--- src/rtl/fcvt_issue_if.sv ---
// Request and writeback buses of the convert issue controller.
// Handshake: a transfer happens on a rising edge where valid && ready are both 1. A source holds its payload stable while valid && !ready, and ready never depends on a transfer completing in the same cycle.
interface fcvt_issue_if #(
    parameter int TAGW = 5
);
    logic            req_valid;
    logic            req_ready;
    logic [31:0]     req_a;
    logic [TAGW-1:0] req_tag;
    logic            wb_valid;
    logic            wb_ready;
    logic [31:0]     wb_data;
    logic [TAGW-1:0] wb_tag;

    // master: FP pipeline / writeback side; slave: the controller
    modport master (
        output req_valid, req_a, req_tag, wb_ready,
        input  req_ready, wb_valid, wb_data, wb_tag
    );
    modport slave (
        input  req_valid, req_a, req_tag, wb_ready,
        output req_ready, wb_valid, wb_data, wb_tag
    );
endinterface

--- src/rtl/fcvt_issue_ctrl.sv ---
// Issue/retire controller for a fixed-latency float->int convert unit.
// Credits cover FIFO entries plus in-flight ops, so every retiring result has a slot waiting.
module fcvt_issue_ctrl #(
    parameter int LAT   = 4,
    parameter int DEPTH = 4,
    parameter int TAGW  = 5
) (
    input  logic        clk,
    input  logic        rst_n,
    fcvt_issue_if.slave bus,
    input  logic        flush,
    output logic        cvt_valid,
    output logic [31:0] cvt_a,
    input  logic        cvt_valid_o,
    input  logic [31:0] cvt_y,
    output logic        busy,
    output logic        err
);
    localparam int PW = $clog2(DEPTH);
    localparam int CW = $clog2(DEPTH + 1);

    logic [LAT-1:0]   tv_q, tv_d;
    logic [TAGW-1:0]  tt_q [LAT];
    logic [TAGW-1:0]  tt_d [LAT];
    logic [LAT-1:0]   fhist_q, fhist_d;
    logic [CW-1:0]    inflight_q, inflight_d;
    logic [CW-1:0]    count_q, count_d;
    logic [PW-1:0]    wr_q, wr_d, rd_q, rd_d;
    logic [TAGW+31:0] mem_q [DEPTH];
    logic             err_q, err_d;

    logic [CW:0]      occ;
    logic [LAT:0]     tv_sh, fh_sh;
    logic             fire, leave, recent_flush, full, pop, push_req, push;

    always_comb begin
        occ           = {1'b0, count_q} + {1'b0, inflight_q};
        bus.req_ready = (occ < (CW+1)'(DEPTH)) && !flush;
        fire          = bus.req_valid && bus.req_ready;
        cvt_valid     = fire;
        cvt_a         = bus.req_a;

        leave         = tv_q[LAT-1];
        // stale results from ops killed by a flush may still emerge for LAT cycles
        recent_flush  = flush || (|fhist_q);
        full          = (count_q == CW'(DEPTH));
        bus.wb_valid  = (count_q != '0);
        bus.wb_data   = mem_q[rd_q][31:0];
        bus.wb_tag    = mem_q[rd_q][TAGW+31:32];
        pop           = bus.wb_valid && bus.wb_ready;
        push_req      = cvt_valid_o && leave && !flush;
        push          = push_req && (!full || pop);

        tv_sh   = {tv_q, fire};
        tv_d    = flush ? '0 : tv_sh[LAT-1:0];
        fh_sh   = {fhist_q, flush};
        fhist_d = fh_sh[LAT-1:0];
        tt_d[0] = bus.req_tag;
        for (int i = 1; i < LAT; i++) begin
            tt_d[i] = tt_q[i-1];
        end

        inflight_d = flush ? '0 : inflight_q + CW'(fire) - CW'(leave);
        count_d    = flush ? '0 : count_q + CW'(push) - CW'(pop);
        wr_d       = flush ? '0 : wr_q + PW'(push);
        rd_d       = flush ? '0 : rd_q + PW'(pop);

        err_d = err_q
              | (push_req && full && !pop)
              | (cvt_valid_o && !leave && !recent_flush)
              | (leave && !cvt_valid_o);

        busy = (occ != '0);
        err  = err_q;
    end

    always_ff @(posedge clk or negedge rst_n) begin
        if (!rst_n) begin
            tv_q       <= '0;
            fhist_q    <= '0;
            inflight_q <= '0;
            count_q    <= '0;
            wr_q       <= '0;
            rd_q       <= '0;
            err_q      <= 1'b0;
            for (int i = 0; i < LAT; i++) begin
                tt_q[i] <= '0;
            end
            for (int i = 0; i < DEPTH; i++) begin
                mem_q[i] <= '0;
            end
        end else begin
            tv_q       <= tv_d;
            fhist_q    <= fhist_d;
            inflight_q <= inflight_d;
            count_q    <= count_d;
            wr_q       <= wr_d;
            rd_q       <= rd_d;
            err_q      <= err_d;
            for (int i = 0; i < LAT; i++) begin
                tt_q[i] <= tt_d[i];
            end
            if (push) begin
                mem_q[wr_q] <= {tt_q[LAT-1], cvt_y};
            end
        end
    end
endmodule
--- src/flat_wrapper.sv ---
// flat-port wrapper written by rule: the top's interface ports become plain ports
module fcvt_issue_ctrl_flat 
#(
    parameter int LAT   = 4,
    parameter int DEPTH = 4,
    parameter int TAGW  = 5
)
  (clk, rst_n, flush, cvt_valid, cvt_a, cvt_valid_o, cvt_y, busy, err, bus_req_valid, bus_req_a, bus_req_tag, bus_wb_ready, bus_req_ready, bus_wb_valid, bus_wb_data, bus_wb_tag);
  fcvt_issue_if #(.TAGW(TAGW)) bus_i ();
  input  logic clk;
  input  logic rst_n;
  input  logic flush;
  output logic cvt_valid;
  output logic [31:0] cvt_a;
  input  logic cvt_valid_o;
  input  logic [31:0] cvt_y;
  output logic busy;
  output logic err;
  input wire logic [$bits(bus_i.req_valid)-1:0] bus_req_valid;
  input wire logic [$bits(bus_i.req_a)-1:0] bus_req_a;
  input wire logic [$bits(bus_i.req_tag)-1:0] bus_req_tag;
  input wire logic [$bits(bus_i.wb_ready)-1:0] bus_wb_ready;
  output wire logic [$bits(bus_i.req_ready)-1:0] bus_req_ready;
  output wire logic [$bits(bus_i.wb_valid)-1:0] bus_wb_valid;
  output wire logic [$bits(bus_i.wb_data)-1:0] bus_wb_data;
  output wire logic [$bits(bus_i.wb_tag)-1:0] bus_wb_tag;
  assign bus_i.req_valid = bus_req_valid;
  assign bus_i.req_a = bus_req_a;
  assign bus_i.req_tag = bus_req_tag;
  assign bus_i.wb_ready = bus_wb_ready;
  assign bus_req_ready = bus_i.req_ready;
  assign bus_wb_valid = bus_i.wb_valid;
  assign bus_wb_data = bus_i.wb_data;
  assign bus_wb_tag = bus_i.wb_tag;
  fcvt_issue_ctrl #(.LAT(LAT), .DEPTH(DEPTH), .TAGW(TAGW)) u_core (.clk(clk), .rst_n(rst_n), .bus(bus_i), .flush(flush), .cvt_valid(cvt_valid), .cvt_a(cvt_a), .cvt_valid_o(cvt_valid_o), .cvt_y(cvt_y), .busy(busy), .err(err));
endmodule
--- config.mk ---
export PLATFORM = sky130hd
export DESIGN_NAME = fcvt_issue_ctrl_flat
export DESIGN_NICKNAME = d
export VERILOG_FILES = /design/src/rtl/fcvt_issue_if.sv /design/src/rtl/fcvt_issue_ctrl.sv /design/src/flat_wrapper.sv
export SDC_FILE = /design/constraint.sdc
export NUM_CORES = 1
export LEC_CHECK = 0
export ABC_AREA = 1
export CAP_MARGIN = 10
export CORE_ASPECT_RATIO = 0.8
export CORE_UTILIZATION = 54
export DETAILED_ROUTE_END_ITERATION = 7
export GPL_ROUTABILITY_DRIVEN = 0
export HOLD_SLACK_MARGIN = 0.02
export PLACE_DENSITY = 0.81
export SYNTH_ARGS = -nofsm -noshare
export SYNTH_HDL_FRONTEND = slang
export SYNTH_SLANG_ARGS = --single-unit
--- constraint.sdc ---
create_clock -name clk -period 2.7 [get_ports clk]
set_input_delay 0.54 -clock clk [delete_from_list [all_inputs] [get_ports clk]]
set_output_delay 0.54 -clock clk [all_outputs]
set_load 0.03 [all_outputs]
==> impl_metrics.sql, run 1 <==
INSERT INTO impl_metrics (metric_group, metric, value, unit) VALUES
('status', 'outcome', 'complete, no violations', ''),
('global_route', 'grt_util_met1', '39.2', '%'),
('global_route', 'grt_met2_usage', '46.6', '%'),
('timing', 'fin_setup_tns', '0', 'ns'),
('route', 'drc_violation_count_after_routing', '0', ''),
('power', 'static-leakage-power', '5.32', 'nW'),
('final_layout', 'drive_gt1_share', '8.71', '%'),
('floorplanning', 'placement_rows', '41', ''),
('logic_synthesis', 'postSynthRegisterBits', '187', ''),
('placed_design', 'dp_hpwl', '12.6', 'mm'),
('logic_synthesis', 'yosysUniqueCellTypes', '24', ''),
('final_layout', 'syn2layout_area_growth', '14.5', '%'),
('final_layout', 'finish.utilization', '63.9', '%'),
('route', 'final_antenna_net_count', '0', ''),
('timing', 'final-hold-violation-count', '0', ''),
('floorplanning', 'initial_core_util', '55.8', '%'),
('clock_network', 'clock_tree.buffer_depth', '2', ''),
('logic_synthesis', 'synth_top_area_share', '52.7', '%'),
('setup_path', 'reg2reg_slack', '0.16', 'ns'),
('setup_path', 'timing.critical_path.to_type', 'primary output', ''),
('timing', 'clock_skew', '0.0132', 'ns'),
('global_route', 'first_global_vias', '7279', ''),
('global_route', 'global_route.usage.total', '28.7', '%'),
('timing', 'rsz0062_at_grt', 'false', ''),
('power', 'peakVddDrop', '0.642', 'mV'),
('global_route', 'most_utilized_layer_in_the_global_route_result', 'met2', ''),
('global_route', 'pin_count_of_the_biggest_net_entering_global_routing', '86', ''),
('timing', 'period_share', '96.3', '%'),
('final_layout', 'finish.instance_area', '0.0102', 'mm2'),
('setup_path', 'critical_path.startpoint_type', 'register', ''),
('global_route', 'gr-total-overflow', '0', ''),
('route', 'wirelength', '22.6', 'mm'),
('floorplanning', 'top_level_ports', '149', ''),
('floorplanning', 'coreArea', '0.0159', 'mm2'),
('setup_path', 'cp_slowest_stage_delay', '0.44', 'ns'),
('final_layout', 'n_antenna_cell', '0', ''),
('route', 'drt_pass1_iterations', '6', ''),
('logic_synthesis', 'synth.yosys.warnings', '0', ''),
('final_layout', 'leading_cell_type_in_the_layout_fill_and_taps_excluded', 'sky130_fd_sc_hd__nand2_1', ''),
('clock_network', 'clock_tree.root_cell', 'sky130_fd_sc_hd__clkbuf_16', ''),
('timing', 'slew_violations', '0', ''),
('run', 'maxCapViolCount', '0', ''),
('floorplanning', 'chipHeight', '117', 'um'),
('setup_path', 'crit_start', 'u_core.rd_q[1]', ''),
('floorplanning', 'die-width', '145', 'um'),
('global_route', 'met3_layer_usage_reported_by_global_route', '5.27', '%'),
('setup_path', 'timing.critical_path.fanout_max', '26', ''),
('route', 'avgViaCountPerCell', '5.92', ''),
('setup_path', 'worstPathBufferInverterCount', '3', ''),
('clock_network', 'cts.clk_slew.worst_paths', '0.07', 'ns'),
('setup_path', 'cp_slowest_cell', 'sky130_fd_sc_hd__dlygate4sd2_1', ''),
('global_route', 'wire_length_of_the_first_global_routing_pass', '37.9', 'mm'),
('logic_synthesis', 'yosysSeqAreaShare', '52.7', '%'),
('clock_network', 'clk_latency', '0.45', 'ns'),
('clock_network', 'cts.htree.levels', '4', ''),
('setup_path', 'cp_cell_sequence', 'inv_1, buf_4, o21ai_0, o22ai_1, dlygate4sd2_1', ''),
('global_route', 'initial_antenna_violation_count', '0', ''),
('placed_design', 'detailed_place.area', '0.00960', 'mm2'),
('clock_network', 'tritoncts_num_sinks', '187', ''),
('clock_network', 'clock_buffer_count_from_cts', '17', ''),
('power', 'total_power_consumption_of_the_routed_design', '9.21', 'mW'),
('timing', 'final.min_clock_period', '2.60', 'ns'),
('setup_path', 'worst-endpoint-required', '2.16', 'ns'),
('setup_path', 'worst-setup-path-type', 'register to primary output', ''),
('timing', 'setup_slack', '0.0994', 'ns'),
('clock_network', 'cts_tree', 'done', ''),
('floorplanning', 'die-area', '0.0170', 'mm2'),
('setup_path', 'crit_family', 'buffers and inverters', ''),
('route', 'route.vias.total', '7518', ''),
('logic_synthesis', 'yosys-top-cells-area', 'sky130_fd_sc_hd__dfrtp_1 53%, sky130_fd_sc_hd__nand2_1 13%, sky130_fd_sc_hd__nand4_1 10%', ''),
('route', 'initial_drt_markers', '838', '');
path summary, 6_finish.rpt:
check / to / depth (start not counted)
max: bus_wb_data[5] / 5
min: u_core.mem_q[30] / 1
max reg2reg: u_core.inflight_q[2] / 11
min reg2reg: u_core.tt_q[3] / 0
max in group asynchronous: u_core.mem_q[105] / 2
min in group clk: u_core.tt_q[3] / 0
through the flow:
| step | cells | hold slack (ns) |
|---|---|---|
| after CTS | 1271 | 0.106 |
| after floorplan | 1029 | 0.244 |
| after global routing | 1271 | 0.127 |
| after detailed placement | 1239 | 0.335 |
| final | 1271 | 0.0733 |
| after global placement | 1239 | 0.332 |
flip-flops by register name, summed over array words and instances, names as in the netlist:
signal / cells
u_core.count_q: 3
u_core.err: 1
u_core.inflight_q: 3
u_core.tv_q: 4
u_core.tt_q: 5
u_core.tt_d: 15
u_core.wr_q: 2
u_core.rd_q: 2
u_core.mem_q: 148
u_core.fhist_q: 4
synth_stat cells:
master,count
sky130_fd_sc_hd__a21oi_1,4
sky130_fd_sc_hd__and2_1,2
sky130_fd_sc_hd__buf_2,54
sky130_fd_sc_hd__buf_4,39
sky130_fd_sc_hd__buf_6,2
sky130_fd_sc_hd__clkbuf_1,21
sky130_fd_sc_hd__dfrtp_1,187
sky130_fd_sc_hd__fa_1,3
sky130_fd_sc_hd__ha_1,9
sky130_fd_sc_hd__inv_1,25
sky130_fd_sc_hd__nand2_1,305
sky130_fd_sc_hd__nand2_2,1
sky130_fd_sc_hd__nand2_4,1
sky130_fd_sc_hd__nand3_1,8
sky130_fd_sc_hd__nand3_4,4
sky130_fd_sc_hd__nand4_1,149
sky130_fd_sc_hd__nor2_1,95
sky130_fd_sc_hd__nor2_2,3
sky130_fd_sc_hd__nor2_8,1
sky130_fd_sc_hd__nor3_1,1
sky130_fd_sc_hd__o21ai_0,75
sky130_fd_sc_hd__o22ai_1,37
sky130_fd_sc_hd__or2_2,1
sky130_fd_sc_hd__xnor2_1,2
power breakdown:
part           total [mW]  internal [mW]  switching [mW]
Sequential           3.16           3.01           0.147
Clock                2.46           1.23            1.23
Combinational        3.59           1.19            2.40
Total                9.21           5.43            3.77
timing repair:
item,in CTS,in global routing
pin swaps,0,1
gates cloned,0,0
gates resized for setup,25,8
hold buffers,0,0
setup endpoints to repair,24,8
setup buffers,0,0
kinds of logic (layout without fill, tap and decap cells):
| group | count (synthesis) | after routing | share of synthesized area, % |
|---|---|---|---|
| AND/OR/NAND/NOR | 571 | 571 | 29.6 |
| flip-flops | 187 | 187 | 52.7 |
| XOR/XNOR | 2 | 2 | 0.197 |
| buffers and inverters | 141 | 168 | 8.54 |
| AO/OA/AOI/OAI | 116 | 116 | 7.06 |
| adder cells (fa/ha/maj) | 12 | 12 | 1.94 |
routing by layer:
| metal | wire (um) | share of wire (%) |
|---|---|---|
| met5 | 0 | 0 |
| met4 | 294 | 1.3 |
| met3 | 1740 | 7.7 |
| met2 | 10700 | 47 |
| met1 | 9880 | 44 |
layout make-up:
| cell class | count | area (um2) |
|---|---|---|
| inverter | 25 | 93.8 |
| sequential | 187 | 4680 |
| fill | 1325 | 5740 |
| tap | 215 | 269 |
| multi-input combinational | 701 | 3480 |
| clock inverter | 15 | 144 |
| timing repair buffer | 111 | 1080 |
| clock buffer | 17 | 425 |
Note: power is estimated with default switching activity, not from simulation.
==> run 2: changes to the inputs <==
Settings changed: CAP_MARGIN 10 to unset.
==> results of run 2 <==
Same layout as run 1: the final DEF is identical, and so are final timing and power.
==> run 3: changes to the inputs <==
Settings changed: CORE_UTILIZATION 54 to 40, PLACE_DENSITY 0.81 to unset.
==> impl_metrics.sql, run 3 (same netlist as run 1, synthesis figures left out) <==
INSERT INTO impl_metrics (metric_group, metric, value, unit) VALUES
('setup_path', 'cp_slowest_stage_delay', '0.40', 'ns'),
('final_layout', 'n_antenna_cell', '0', ''),
('timing', 'final-hold-violation-count', '0', ''),
('final_layout', 'syn2layout_area_growth', '16.7', '%'),
('setup_path', 'worst_r2r_startpoint', 'u_core.count_q[0]', ''),
('final_layout', 'final_cells', '1365', ''),
('timing', 'relSlewSlack', '51.9', '%'),
('timing', 'slew_violations', '0', ''),
('route', 'final_antenna_net_count', '0', ''),
('final_layout', 'nNetsFinal', '1139', ''),
('timing', 'worstMarginPinSlew', '0.721', 'ns'),
('clock_network', 'clk_latency', '0.44', 'ns'),
('timing', 'setup_slack', '0.0841', 'ns'),
('setup_path', 'timing.critical_path.to_type', 'primary output', ''),
('setup_path', 'critical_path.startpoint_type', 'register', ''),
('power', 'cellPowerDensity', '907', 'mW/mm2'),
('power', 'pwr-share-seq', '33.7', '%'),
('placed_design', 'pre_cts_setup_slack', '0.133', 'ns'),
('setup_path', 'timing.critical_path.fanout_max', '3', ''),
('clock_network', 'cts_tree', 'done', ''),
('global_route', 'initial_antenna_violation_count', '0', ''),
('setup_path', 'worstPathBufferInverterCount', '2', ''),
('floorplanning', 'coreArea', '0.0217', 'mm2'),
('final_layout', 'drive_gt1_share', '11.9', '%'),
('placed_design', 'dp_hpwl', '14.1', 'mm'),
('global_route', 'global_route.usage.total', '22.2', '%'),
('setup_path', 'crit_family', 'adder cells', ''),
('setup_path', 'cp_slowest_cell', 'sky130_fd_sc_hd__dfrtp_1', ''),
('floorplanning', 'top_level_ports', '149', ''),
('final_layout', 'finish.instance_area', '0.0104', 'mm2'),
('final_layout', 'multi_input_comb_area', '0.00348', 'mm2'),
('setup_path', 'worst_ep_arrival_time', '2.08', 'ns'),
('placed_design', 'detailed_place.area', '0.00976', 'mm2'),
('clock_network', 'clock_tree.root_cell', 'sky130_fd_sc_hd__clkbuf_16', ''),
('power', 'peakVddDrop', '0.538', 'mV'),
('final_layout', 'regMostFlops', 'u_core.mem_q', ''),
('setup_path', 'worst-endpoint-required', '2.16', 'ns'),
('timing', 'setup-violations-final', '0', ''),
('final_layout', 'layout_common_cells', '305 x sky130_fd_sc_hd__nand2_1, 186 x sky130_fd_sc_hd__dfrtp_1, 149 x sky130_fd_sc_hd__nand4_1', ''),
('floorplanning', 'placement_rows', '48', ''),
('run', 'maxCapViolCount', '0', ''),
('power', 'static-leakage-power', '5.31', 'nW'),
('placed_design', 'portBuffers', '84', ''),
('route', 'wirelength', '24.3', 'mm'),
('route', 'avgViaCountPerCell', '5.40', ''),
('global_route', 'gr-total-overflow', '0', ''),
('clock_network', 'tritoncts_num_sinks', '187', ''),
('final_layout', 'fillCellCount', '2079', ''),
('global_route', 'wire_length_of_the_first_global_routing_pass', '39.0', 'mm'),
('route', 'routedWlPerCell', '17.8', 'um'),
('timing', 'final.min_clock_period', '2.62', 'ns'),
('floorplanning', 'chipHeight', '135', 'um'),
('floorplanning', 'initial_core_util', '41.0', '%'),
('global_route', 'first_global_vias', '7052', ''),
('timing', 'fin_setup_tns', '0', 'ns'),
('power', 'cellInternalPower', '5.56', 'mW'),
('route', 'drc_violation_count_after_routing', '0', ''),
('status', 'outcome', 'complete, no violations', ''),
('final_layout', 'area.sequential', '0.00468', 'mm2'),
('timing', 'highest_clock_rate', '382', 'MHz'),
('route', 'drt_pass1_iterations', '4', ''),
('route', 'initial_drt_markers', '660', ''),
('setup_path', 'crit_start', 'u_core.count_q[0]', ''),
('final_layout', 'leading_cell_type_in_the_layout_fill_and_taps_excluded', 'sky130_fd_sc_hd__nand2_1', ''),
('route', 'route.vias.total', '7373', ''),
('global_route', 'pin_count_of_the_biggest_net_entering_global_routing', '81', ''),
('setup_path', 'reg2reg_slack', '0.16', 'ns'),
('power', 'power.clock.fraction', '26.5', '%'),
('setup_path', 'worst-setup-path-type', 'register to primary output', ''),
('floorplanning', 'die-area', '0.0228', 'mm2'),
('placed_design', 'dp_cells', '1332', ''),
('power', 'net-switching-power', '3.84', 'mW'),
('clock_network', 'cts.clk_slew.worst_paths', '0.07', 'ns'),
('clock_network', 'clock_buffer_count_from_cts', '17', ''),
('final_layout', 'largest_register_ff_count', '148', ''),
('setup_path', 'cp_cell_sequence', 'ha_1, fa_2, xnor2_2, buf_4, nand3_1, clkbuf_2', ''),
('power', 'combPwrFrac', '39.8', '%'),
('worst_hold_path', 'class_of_the_most_critical_hold_timing_path', 'input port to async pin', ''),
('floorplanning', 'die-width', '169', 'um'),
('power', 'power.switching_fraction', '40.9', '%'),
('clock_network', 'cts.htree.levels', '4', ''),
('timing', 'period_share', '96.9', '%'),
('clock_network', 'clock_tree.buffer_depth', '2', ''),
('timing', 'clock_skew', '0.00790', 'ns');
[run 3: changes by cell type in the layout (fill, tap and decap cells not counted), sizes merged]
cell	change
buf	+34
clkbuf	+2
dlygate4sd2	-22
dlymetal6s2s	-4
inv	-1
[run 3: per-stage QoR]
step                      total power [mW]  util (%)  hold WS, ns
after floorplan                       5.59         -        0.244
after global placement                6.94      45.0        0.333
after detailed placement              6.95      45.0        0.335
after CTS                             9.44      47.7        0.166
after global routing                  9.88      47.8        0.193
final                                 9.40      47.8        0.134
[run 3: what timing repair did]
| item | 4_1_cts | 5_1_grt |
|---|---|---|
| gates resized for setup | 2 | 7 |
| hold buffers | 0 | 0 |
| buffers inserted | 0 | 1 |
| pin swaps | 0 | 1 |
| endpoints found under the setup margin | 1 | 5 |
[run 3: worst paths after layout]
path                                   endpoint  cells past startpoint
max                                        busy                      6
min                            u_core.mem_q[30]                      1
max reg2reg                u_core.inflight_q[2]                     11
min reg2reg                      u_core.tt_q[3]                      0
max in group asynchronous      u_core.mem_q[73]                      2
min in group clk                 u_core.tt_q[3]                      0
[run 3: area by class of cell]
cell class	count	share of cell area [%]
inverter	25	0.906
multi-input combinational	701	33.6
tap	300	3.62
clock buffer	18	4.14
clock inverter	14	1.42
timing repair buffer	120	11.1
sequential	187	45.2
[run 3: power by group through the flow]
stage	Sequential, mW	Combinational (mW)	Clock (mW)
after floorplan	3.17	2.42	0
final	3.17	3.74	2.49
after global routing	3.20	4.05	2.63
after CTS	3.17	3.73	2.54
after detailed placement	3.23	3.72	0
after global placement	3.21	3.72	0
[run 3: layer usage]
metal / track usage [%] / routed length (um)
met3: 4.35 / 1380
met1: 31.3 / 11700
met4: 4.75 / 144
met5: 0 / 0
met2: 35.4 / 11000
